==> src/rtl/lsu_mem_port.sv <==
// Load/store unit memory port: one outstanding req/gnt/rvalid transaction with byte-lane steering.
// Build option: LSU_MISALIGN_TRAP_EN turns misaligned accesses into memory-free misalign responses.
module lsu_mem_port #(
    parameter int AWIDTH = 32,
    parameter int DWIDTH = 32
) (
    input  logic              clk,
    input  logic              rst_n,
    input  logic              req_valid_i,
    output logic              req_ready_o,
    input  logic              memren_i,
    input  logic              memwren_i,
    input  logic [2:0]        funct3_i,
    input  logic [AWIDTH-1:0] addr_i,
    input  logic [DWIDTH-1:0] wdata_i,
    input  logic [4:0]        rd_i,
    output logic              mem_req_o,
    output logic              mem_we_o,
    output logic [AWIDTH-1:0] mem_addr_o,
    output logic [DWIDTH-1:0] mem_wdata_o,
    output logic [3:0]        mem_be_o,
    input  logic              mem_gnt_i,
    input  logic              mem_rvalid_i,
    input  logic [DWIDTH-1:0] mem_rdata_i,
    output logic              resp_valid_o,
    output logic [DWIDTH-1:0] resp_data_o,
    output logic [4:0]        resp_rd_o,
    output logic              misalign_o,
    output logic              busy_o
);

    typedef enum logic [1:0] {IDLE, REQ, WAIT_R, RESP} state_e;

    state_e            state_q, state_d;
    logic              we_q, we_d;
    logic [AWIDTH-1:0] addr_q, addr_d;
    logic [DWIDTH-1:0] wdata_q, wdata_d;
    logic [3:0]        be_q, be_d;
    logic [2:0]        funct3_q, funct3_d;
    logic [1:0]        off_q, off_d;
    logic [4:0]        rd_q, rd_d;
    logic [DWIDTH-1:0] resp_data_q, resp_data_d;
    logic              misalign_q, misalign_d;

    logic [1:0]        size;
    logic [1:0]        a_lo;
    logic [1:0]        off_al;
    logic              is_mem;
    logic              mis_trap;
    logic [3:0]        be_acc;
    logic [DWIDTH-1:0] wdata_acc;

    function automatic logic [DWIDTH-1:0] load_ext(input logic [DWIDTH-1:0] w,
                                                   input logic [2:0] f3,
                                                   input logic [1:0] off);
        logic [7:0]  b;
        logic [15:0] h;
        b = w[{off, 3'b000} +: 8];
        h = off[1] ? w[31:16] : w[15:0];
        case (f3)
            3'b000:  load_ext = {{24{b[7]}}, b};
            3'b001:  load_ext = {{16{h[15]}}, h};
            3'b100:  load_ext = {24'h0, b};
            3'b101:  load_ext = {16'h0, h};
            default: load_ext = w;
        endcase
    endfunction

    assign size   = funct3_i[1:0];
    assign a_lo   = addr_i[1:0];
    assign is_mem = memren_i | memwren_i;

    // Natural alignment of the lane offset; only matters when misaligned accesses proceed.
    assign off_al = size[1] ? 2'b00 : (size[0] ? {a_lo[1], 1'b0} : a_lo);

`ifdef LSU_MISALIGN_TRAP_EN
    assign mis_trap = is_mem && ((size == 2'b01 && a_lo[0]) || (size[1] && a_lo != 2'b00));
`else
    assign mis_trap = 1'b0;
`endif

    always_comb begin
        be_acc    = 4'b1111;
        wdata_acc = wdata_i;
        case (size)
            2'b00: begin
                be_acc    = 4'b0001 << off_al;
                wdata_acc = {4{wdata_i[7:0]}};
            end
            2'b01: begin
                be_acc    = 4'b0011 << off_al;
                wdata_acc = {2{wdata_i[15:0]}};
            end
            default: begin
                be_acc    = 4'b1111;
                wdata_acc = wdata_i;
            end
        endcase
    end

    always_comb begin
        state_d     = state_q;
        we_d        = we_q;
        addr_d      = addr_q;
        wdata_d     = wdata_q;
        be_d        = be_q;
        funct3_d    = funct3_q;
        off_d       = off_q;
        rd_d        = rd_q;
        resp_data_d = resp_data_q;
        misalign_d  = misalign_q;
        case (state_q)
            IDLE: begin
                if (req_valid_i) begin
                    we_d        = memwren_i;
                    addr_d      = {addr_i[AWIDTH-1:2], 2'b00};
                    wdata_d     = wdata_acc;
                    be_d        = be_acc;
                    funct3_d    = funct3_i;
                    off_d       = off_al;
                    rd_d        = rd_i;
                    resp_data_d = '0;
                    misalign_d  = mis_trap;
                    state_d     = (is_mem && !mis_trap) ? REQ : RESP;
                end
            end
            REQ: begin
                if (mem_gnt_i) begin
                    if (we_q) begin
                        state_d = RESP;
                    end else if (mem_rvalid_i) begin
                        resp_data_d = load_ext(mem_rdata_i, funct3_q, off_q);
                        state_d     = RESP;
                    end else begin
                        state_d = WAIT_R;
                    end
                end
            end
            WAIT_R: begin
                if (mem_rvalid_i) begin
                    resp_data_d = load_ext(mem_rdata_i, funct3_q, off_q);
                    state_d     = RESP;
                end
            end
            default: state_d = IDLE;
        endcase
    end

    always_ff @(posedge clk) begin
        if (!rst_n) begin
            state_q     <= IDLE;
            we_q        <= 1'b0;
            addr_q      <= '0;
            wdata_q     <= '0;
            be_q        <= 4'b0000;
            funct3_q    <= 3'b000;
            off_q       <= 2'b00;
            rd_q        <= 5'd0;
            resp_data_q <= '0;
            misalign_q  <= 1'b0;
        end else begin
            state_q     <= state_d;
            we_q        <= we_d;
            addr_q      <= addr_d;
            wdata_q     <= wdata_d;
            be_q        <= be_d;
            funct3_q    <= funct3_d;
            off_q       <= off_d;
            rd_q        <= rd_d;
            resp_data_q <= resp_data_d;
            misalign_q  <= misalign_d;
        end
    end

    // Memory-side fields are gated so the port idles at zero outside REQ.
    assign req_ready_o  = (state_q == IDLE);
    assign busy_o       = (state_q != IDLE);
    assign mem_req_o    = (state_q == REQ);
    assign mem_we_o     = mem_req_o & we_q;
    assign mem_addr_o   = mem_req_o ? addr_q : '0;
    assign mem_wdata_o  = mem_req_o ? wdata_q : '0;
    assign mem_be_o     = mem_req_o ? be_q : 4'b0000;
    assign resp_valid_o = (state_q == RESP);
    assign resp_data_o  = resp_data_q;
    assign resp_rd_o    = rd_q;
    assign misalign_o   = resp_valid_o & misalign_q;

endmodule

==> config.mk <==
export PLATFORM = sky130hd
export DESIGN_NAME = lsu_mem_port
export DESIGN_NICKNAME = d
export VERILOG_FILES = /design/src/rtl/lsu_mem_port.sv
export SDC_FILE = /design/constraint.sdc
export NUM_CORES = 1
export LEC_CHECK = 0
export ABC_AREA = 1
export CAP_MARGIN = 20
export CORE_ASPECT_RATIO = 1.2
export CORE_UTILIZATION = 35
export CTS_BUF_LIST = sky130_fd_sc_hd__clkbuf_4
export DETAILED_ROUTE_END_ITERATION = 8
export DONT_BUFFER_PORTS = 1
export GPL_ROUTABILITY_DRIVEN = 1
export PLACE_DENSITY = 0.51
export SYNTH_ARGS = -nofsm -noshare
export SYNTH_HDL_FRONTEND = slang
export SYNTH_SLANG_ARGS = --single-unit
==> constraint.sdc <==
create_clock -name clk -period 2.2 [get_ports clk]
set_input_delay 0.33 -clock clk [delete_from_list [all_inputs] [get_ports clk]]
set_output_delay 0.33 -clock clk [all_outputs]
set_load 0.1 [all_outputs]
==> results.py, run 1 <==
metrics = {
    "yosys": {
        "synth_edf_count": 0,
        "yosysTopAreaCellShare": 0.401,
        "synth_top_area_cell": "dfxtp_1",
        "synthTopCellsByArea": "dfxtp_1 (40%), nand2_1 (15%), nor2_1 (9.1%)",
        "synthFlopType": "dfxtp_1",
        "synth_area_mm2": 0.00554,
        "yosys_warnings": 0,
        "ys_top_cells_by_count": "nand2_1 (228), nor2_1 (134), dfxtp_1 (111), inv_1 (109), o21ai_0 (70)",
        "synth_cell_types": 32,
        "synth_cells": 873,
        "synth-seq-area-share": 0.401,
        "ys_ff_latch": 111,
        "yosysMostFrequentCell": "nand2_1",
        "async_flop_share": 0,
        "avgSynthCellArea_um2": 6.34,
    },
    "clock_tree": {
        "cts_tree": "done",
        "cts-buffers-inserted": 9,
        "clk_latency_ns": 0.48,
        "clock_path_buffers": 2,
        "clock-sinks": 111,
        "cts_root_buffer": "clkbuf_4",
        "clk_pin_slew_ns": 0.14,
        "h-tree-depth": 3,
    },
    "floorplan": {
        "die_x_um": 117,
        "start_util": 0.357,
        "rows": 50,
        "chipHeight_um": 140,
        "ioPinCount": 222,
        "coreArea_mm2": 0.0155,
        "die_area_mm2": 0.0163,
    },
    "timing": {
        "fin_crit_sh": 0.964,
        "drv_slew": 0,
        "finClkSkew_ns": 0.0325,
        "grt_setup_unrepaired": "true",
        "setup_violations": 0,
        "setup_tns_ns": 0,
        "slew_headroom": 0.550,
        "holdWs_ns": 0.0442,
        "fin_crit_ns": 2.12,
        "hold_violations": 0,
        "timing.fmax_mhz": 472,
        "worst_slew_pin_slew_ns": 0.675,
    },
    "global_route": {
        "overflow": 0,
        "grt_pass1_vias": 5846,
        "antenna_found_initial": 1,
        "grt_pass1_wl_mm": 28.0,
        "grt_max_degree": 74,
        "grt_use_total": 0.221,
    },
    "pwr": {
        "power.density_mw_per_mm2": 1390,
        "p_leak_uw": 0.00333,
        "peakVddDrop_mv": 0.606,
    },
    "drt": {
        "dr.pass1.iters": 4,
        "drtAntennaViolNets": 0,
        "drt_iter0_markers": 295,
        "vias_per_cell": 4.88,
        "drc": 0,
        "wl_mm": 18.1,
        "vias": 5958,
        "drt-wirelength-per-cell_um": 14.8,
    },
    "worst_setup_path": {
        "critPathCaptureType": "output pin",
        "startpoint_type": "register",
        "critPathBufInv": 4,
        "crit_slowest_cell": "dfxtp_2",
        "worstPathMaxFanout": 19,
        "cp.required_ns": 1.87,
        "cp_top_family": "buffers and inverters",
        "cp_common_cell": "buf_12",
        "max_stage_delay_ns": 0.39,
        "crit_type": "reg -> out",
        "cp_cell_sequence": "inv_1 -> ha_4 -> buf_12 -> nand2_1 -> clkinvlp_4 -> buf_12",
        "cp.arrival_ns": 1.79,
    },
    "final_layout": {
        "design_area_mm2": 0.00832,
        "nets": 1122,
        "final_core_util": 0.536,
        "register_area_mm2": 0.00222,
        "multi_input_area_mm2": 0.00261,
        "area_delta_synth_final_pct": 50.2,
        "drive_gt1_frac": 0.233,
        "nFillCells": 1543,
    },
    "run": {
        "maxCapViolations": 0,
    },
    "place": {
        "port-buffer-count": 0,
        "dpl_cell_area_mm2": 0.00757,
        "gp_congestion": 0.827,
        "dp_hpwl_mm": 12.7,
    },
    "hold_path": {
        "min_path_type": "in -> reg",
    },
    "status": {
        "outcome": "finished clean",
    },
}
layer usage:
metal	global-route usage	up-vias	routed length, um
li1	-	2969	-
met1	0.244	2774	7160
met2	0.391	187	9330
met3	0.0566	28	1150
met4	0.0966	0	446
met5	0	-	0
sequential cells by signal (all words and copies together) (netlist names):
signal,cells
funct3_q,3
wdata_q,32
we_q,1
off_q,2
addr_q,30
be_q,4
resp_rd_o,5
resp_data_o,32
state_q,2
cells by family (layout without fill, tap and decap cells):
group | Yosys count | after routing | share of synthesized area
simple gates | 388 | 388 | 0.273
flops | 111 | 111 | 0.401
fa+ha+maj | 4 | 4 | 0.00904
other cells | 1 | 4 | 0.000677
buf+inv | 180 | 317 | 0.133
compound gates | 189 | 189 | 0.184
metrics by stage:
stage	cells	total power (uW)	setup WS [ns]
2_1_floorplan	875	8490	-0.0153
3_3_place_gp	1148	10200	0.423
3_5_place_dp	1148	10300	0.328
4_1_cts	1219	11600	0.00526
5_1_grt	1221	12200	-0.0197
6_report	1221	11600	0.0792
worst register-to-register path, cell delays in order, from the launching register on:
cell and delay, ns:
dfxtp_2 0.41, inv_1 0.08, ha_2 0.21, nand2_2 0.10
buf_4 0.36, a21oi_1 0.09, a31oi_1 0.16, dlygate4sd3_1 0.56
cells in the final DEF (no fill, tap or decap), types with 3 or more instances in the layout:
| master | Yosys | routed |
|---|---|---|
| a21oi_1 | 66 | 66 |
| a22oi_1 | 5 | 5 |
| a31oi_1 | 7 | 7 |
| buf_12 | 0 | 69 |
| buf_4 | 5 | 50 |
| clkbuf_4 | 0 | 11 |
| clkinvlp_4 | 0 | 68 |
| conb_1 | 1 | 3 |
| dfxtp_1 | 111 | 109 |
| dlygate4sd3_1 | 0 | 53 |
| inv_1 | 109 | 43 |
| inv_2 | 16 | 15 |
| nand2_1 | 228 | 227 |
| nand2_2 | 2 | 3 |
| nand3_1 | 15 | 15 |
| nor2_1 | 134 | 134 |
| nor2_2 | 4 | 4 |
| o211ai_1 | 4 | 4 |
| o21ai_0 | 70 | 70 |
| o21ai_1 | 25 | 25 |
| o221ai_1 | 3 | 3 |
| o22ai_1 | 4 | 4 |
worst paths after layout:
kind	depth (start not counted)	slack, ns	from	endpoint
worst min register to register	2	0.48	wdata_q[0]$_SDFFE_PN0P_	wdata_q[0]$_SDFFE_PN0P_
worst max-delay path	6	0.08	state_q[1]$_SDFFE_PN0P_	mem_wdata_o[11]
worst max register to register	7	0.18	state_q[0]$_SDFFE_PN0P_	wdata_q[31]$_SDFFE_PN0P_
worst min-delay path	2	0.04	addr_i[7]	addr_q[7]$_SDFFE_PN0P_
report_power, final:
part / total, uW / internal [uW] / switching (uW)
clock: 1070 / 373 / 695
combinational: 7660 / 2140 / 5520
sequential: 2860 / 2590 / 274
final cells by class:
cell class	instances	area share
Multi-Input combinational cell	584	0.313
Timing Repair Buffer	176	0.284
Antenna cell	1	0.000301
Tap cell	208	0.0313
Inverter	125	0.0865
Clock buffer	11	0.00993
Clock inverter	5	0.00707
Sequential cell	111	0.267
repair_timing:
item	in CTS	in global routing
pin swaps	0	0
hold endpoints to repair	83	0
gates resized for setup	1	5
hold buffers	54	0
gates cloned	0	1
setup buffers	1	0
setup endpoints to repair	56	47
Power figures use the tool's default switching activity.
==> run 2: changes to the inputs <==
--- a/config.mk
+++ b/config.mk
@@ -13,6 +13,7 @@
 export DETAILED_ROUTE_END_ITERATION = 8
 export DONT_BUFFER_PORTS = 1
 export GPL_ROUTABILITY_DRIVEN = 1
+export GPL_TIMING_DRIVEN = 0
 export PLACE_DENSITY = 0.51
 export SYNTH_ARGS = -nofsm -noshare
 export SYNTH_HDL_FRONTEND = slang
==> run 2 against run 1 <==
The flow now finishes with violations (setup timing). Total power decreased by 1.5%. Maximum frequency decreased by 15%. Sequential power increased by 56%. Worst setup slack got worse by 0.38 ns. Clock-buffer cell count unchanged. Register-to-register slack got worse by 0.02 ns. Clock skew decreased by 0.0087 ns. Critical path type unchanged.
==> results.py, run 2 (synthesis results as in run 1) <==
metrics = {
    "timing": {
        "worst_slew_pin_slew_ns": 1.01,
        "hold_violations": 0,
        "fin_crit_sh": 1.14,
        "setup_violations": 68,
        "holdWs_ns": 0.0237,
        "finClkSkew_ns": 0.0238,
        "setup_tns_ns": -17.97,
        "layout_setup_ws_ns": -0.303,
        "timing.fmax_mhz": 400,
        "drv_slew": 0,
        "slew_headroom": 0.323,
        "fin_crit_ns": 2.50,
        "grt_setup_unrepaired": "true",
    },
    "drt": {
        "drt_iter0_markers": 328,
        "wl_mm": 18.6,
        "drt-wirelength-per-cell_um": 16.0,
        "drtAntennaViolNets": 0,
        "vias_per_cell": 4.84,
        "vias": 5610,
        "dr.pass1.iters": 6,
        "drc": 0,
    },
    "global_route": {
        "antenna_found_initial": 1,
        "overflow": 0,
        "grt_pass1_wl_mm": 28.4,
        "grt_max_degree": 17,
        "grt_use_total": 0.227,
        "grt_pass1_vias": 5406,
    },
    "clock_tree": {
        "clk_latency_ns": 0.48,
        "clock-sinks": 111,
        "cts_tree": "done",
        "cts_root_buffer": "clkbuf_4",
        "clk_pin_slew_ns": 0.17,
        "clock_path_buffers": 2,
        "cts-buffers-inserted": 9,
        "h-tree-depth": 3,
    },
    "worst_setup_path": {
        "cp.required_ns": 1.87,
        "worstPathMaxFanout": 10,
        "critPathCaptureType": "output pin",
        "cp.arrival_ns": 2.17,
        "startpoint_type": "register",
        "crit_type": "reg -> out",
    },
    "place": {
        "gp_congestion": 0.846,
        "port-buffer-count": 0,
        "dp_hpwl_mm": 13.8,
        "place_inst": 1083,
        "dpl_cell_area_mm2": 0.00607,
    },
    "status": {
        "outcome": "complete, but fails checks",
        "violations": "setup timing",
    },
    "floorplan": {
        "die_x_um": 117,
        "chipHeight_um": 140,
        "rows": 50,
        "coreArea_mm2": 0.0155,
        "die_area_mm2": 0.0163,
        "start_util": 0.357,
        "ioPinCount": 222,
    },
    "pwr": {
        "power.density_mw_per_mm2": 1570,
        "peakVddDrop_mv": 0.611,
        "p_leak_uw": 0.00304,
    },
    "final_layout": {
        "final_common_cell": "nand2_1",
        "design_area_mm2": 0.00729,
        "final_cell_mix": "nand2_1 (161), nor2_1 (134), dfxtp_1 (109)",
        "area_delta_synth_final_pct": 31.6,
        "drive_gt1_frac": 0.236,
        "fin_cells": 1159,
        "nets": 1061,
    },
    "hold_path": {
        "min_path_type": "in -> reg",
    },
    "run": {
        "maxCapViolations": 0,
    },
}
==> run 2: path summary, 6_finish.rpt <==
path / start / to / slack, ns / depth (start not counted)
setup / recovery: state_q[1]$_SDFFE_PN0P_ / mem_wdata_o[19] / -0.30 / 7
hold / removal: wdata_i[19] / wdata_q[19]$_SDFFE_PN0P_ / 0.02 / 2
setup reg to reg: state_q[1]$_SDFFE_PN0P_ / state_q[1]$_SDFFE_PN0P_ / 0.16 / 7
hold reg to reg: be_q[0]$_SDFFE_PN0P_ / be_q[0]$_SDFFE_PN0P_ / 0.49 / 2
==> run 2: worst max-delay path: stages, from the launching register on <==
cell	delay (ns)
dfxtp_2	0.38
inv_2	0.05
ha_4	0.26
buf_8	0.18
clkbuf_16	0.16
buf_12	0.15
nand2_2	0.10
clkinvlp_4	0.41
==> run 2: final cells by class <==
| class | instances | area [um2] |
|---|---|---|
| Fill cell | 1747 | 8230 |
| Multi-Input combinational cell | 584 | 2920 |
| Sequential cell | 111 | 2220 |
| Inverter | 125 | 727 |
| Timing Repair Buffer | 60 | 634 |
| Buffer | 55 | 395 |
| Tap cell | 208 | 260 |
| Clock buffer | 11 | 82.6 |
| Clock inverter | 4 | 47.5 |
| Antenna cell | 1 | 2.50 |
==> run 2: per-layer routing <==
layer  global-route usage  up-vias  wire (um)
met1                0.257     2562       7280
met2                0.406      174       9480
met3               0.0536       24       1410
li1                     -     2850          -
met4               0.0873        0        404
met5                    0        -          0
==> run 2: repair_timing <==
action	4_1_cts	5_1_grt
endpoints found under the setup margin	176	79
pin swaps	6	8
setup buffers	6	1
gates cloned	1	3
hold endpoints to repair	45	1
hold buffers	49	1
resized for setup	83	56
==> run 2: stage by stage <==
stage	setup WS [ns]	power, uW	utilization
global placement	-0.599	9470	0.391
CTS	-0.392	11200	0.454
detailed placement	-0.541	9470	0.391
floorplan	-0.0153	8490	-
global route	-0.381	12100	0.470
finish	-0.303	11400	0.470
==> run 2: power by group <==
group	internal [uW]	switching (uW)	leakage [uW]
clock network	365	689	0.0000743
logic	1720	4170	0.00204
registers	2580	1890	0.000916
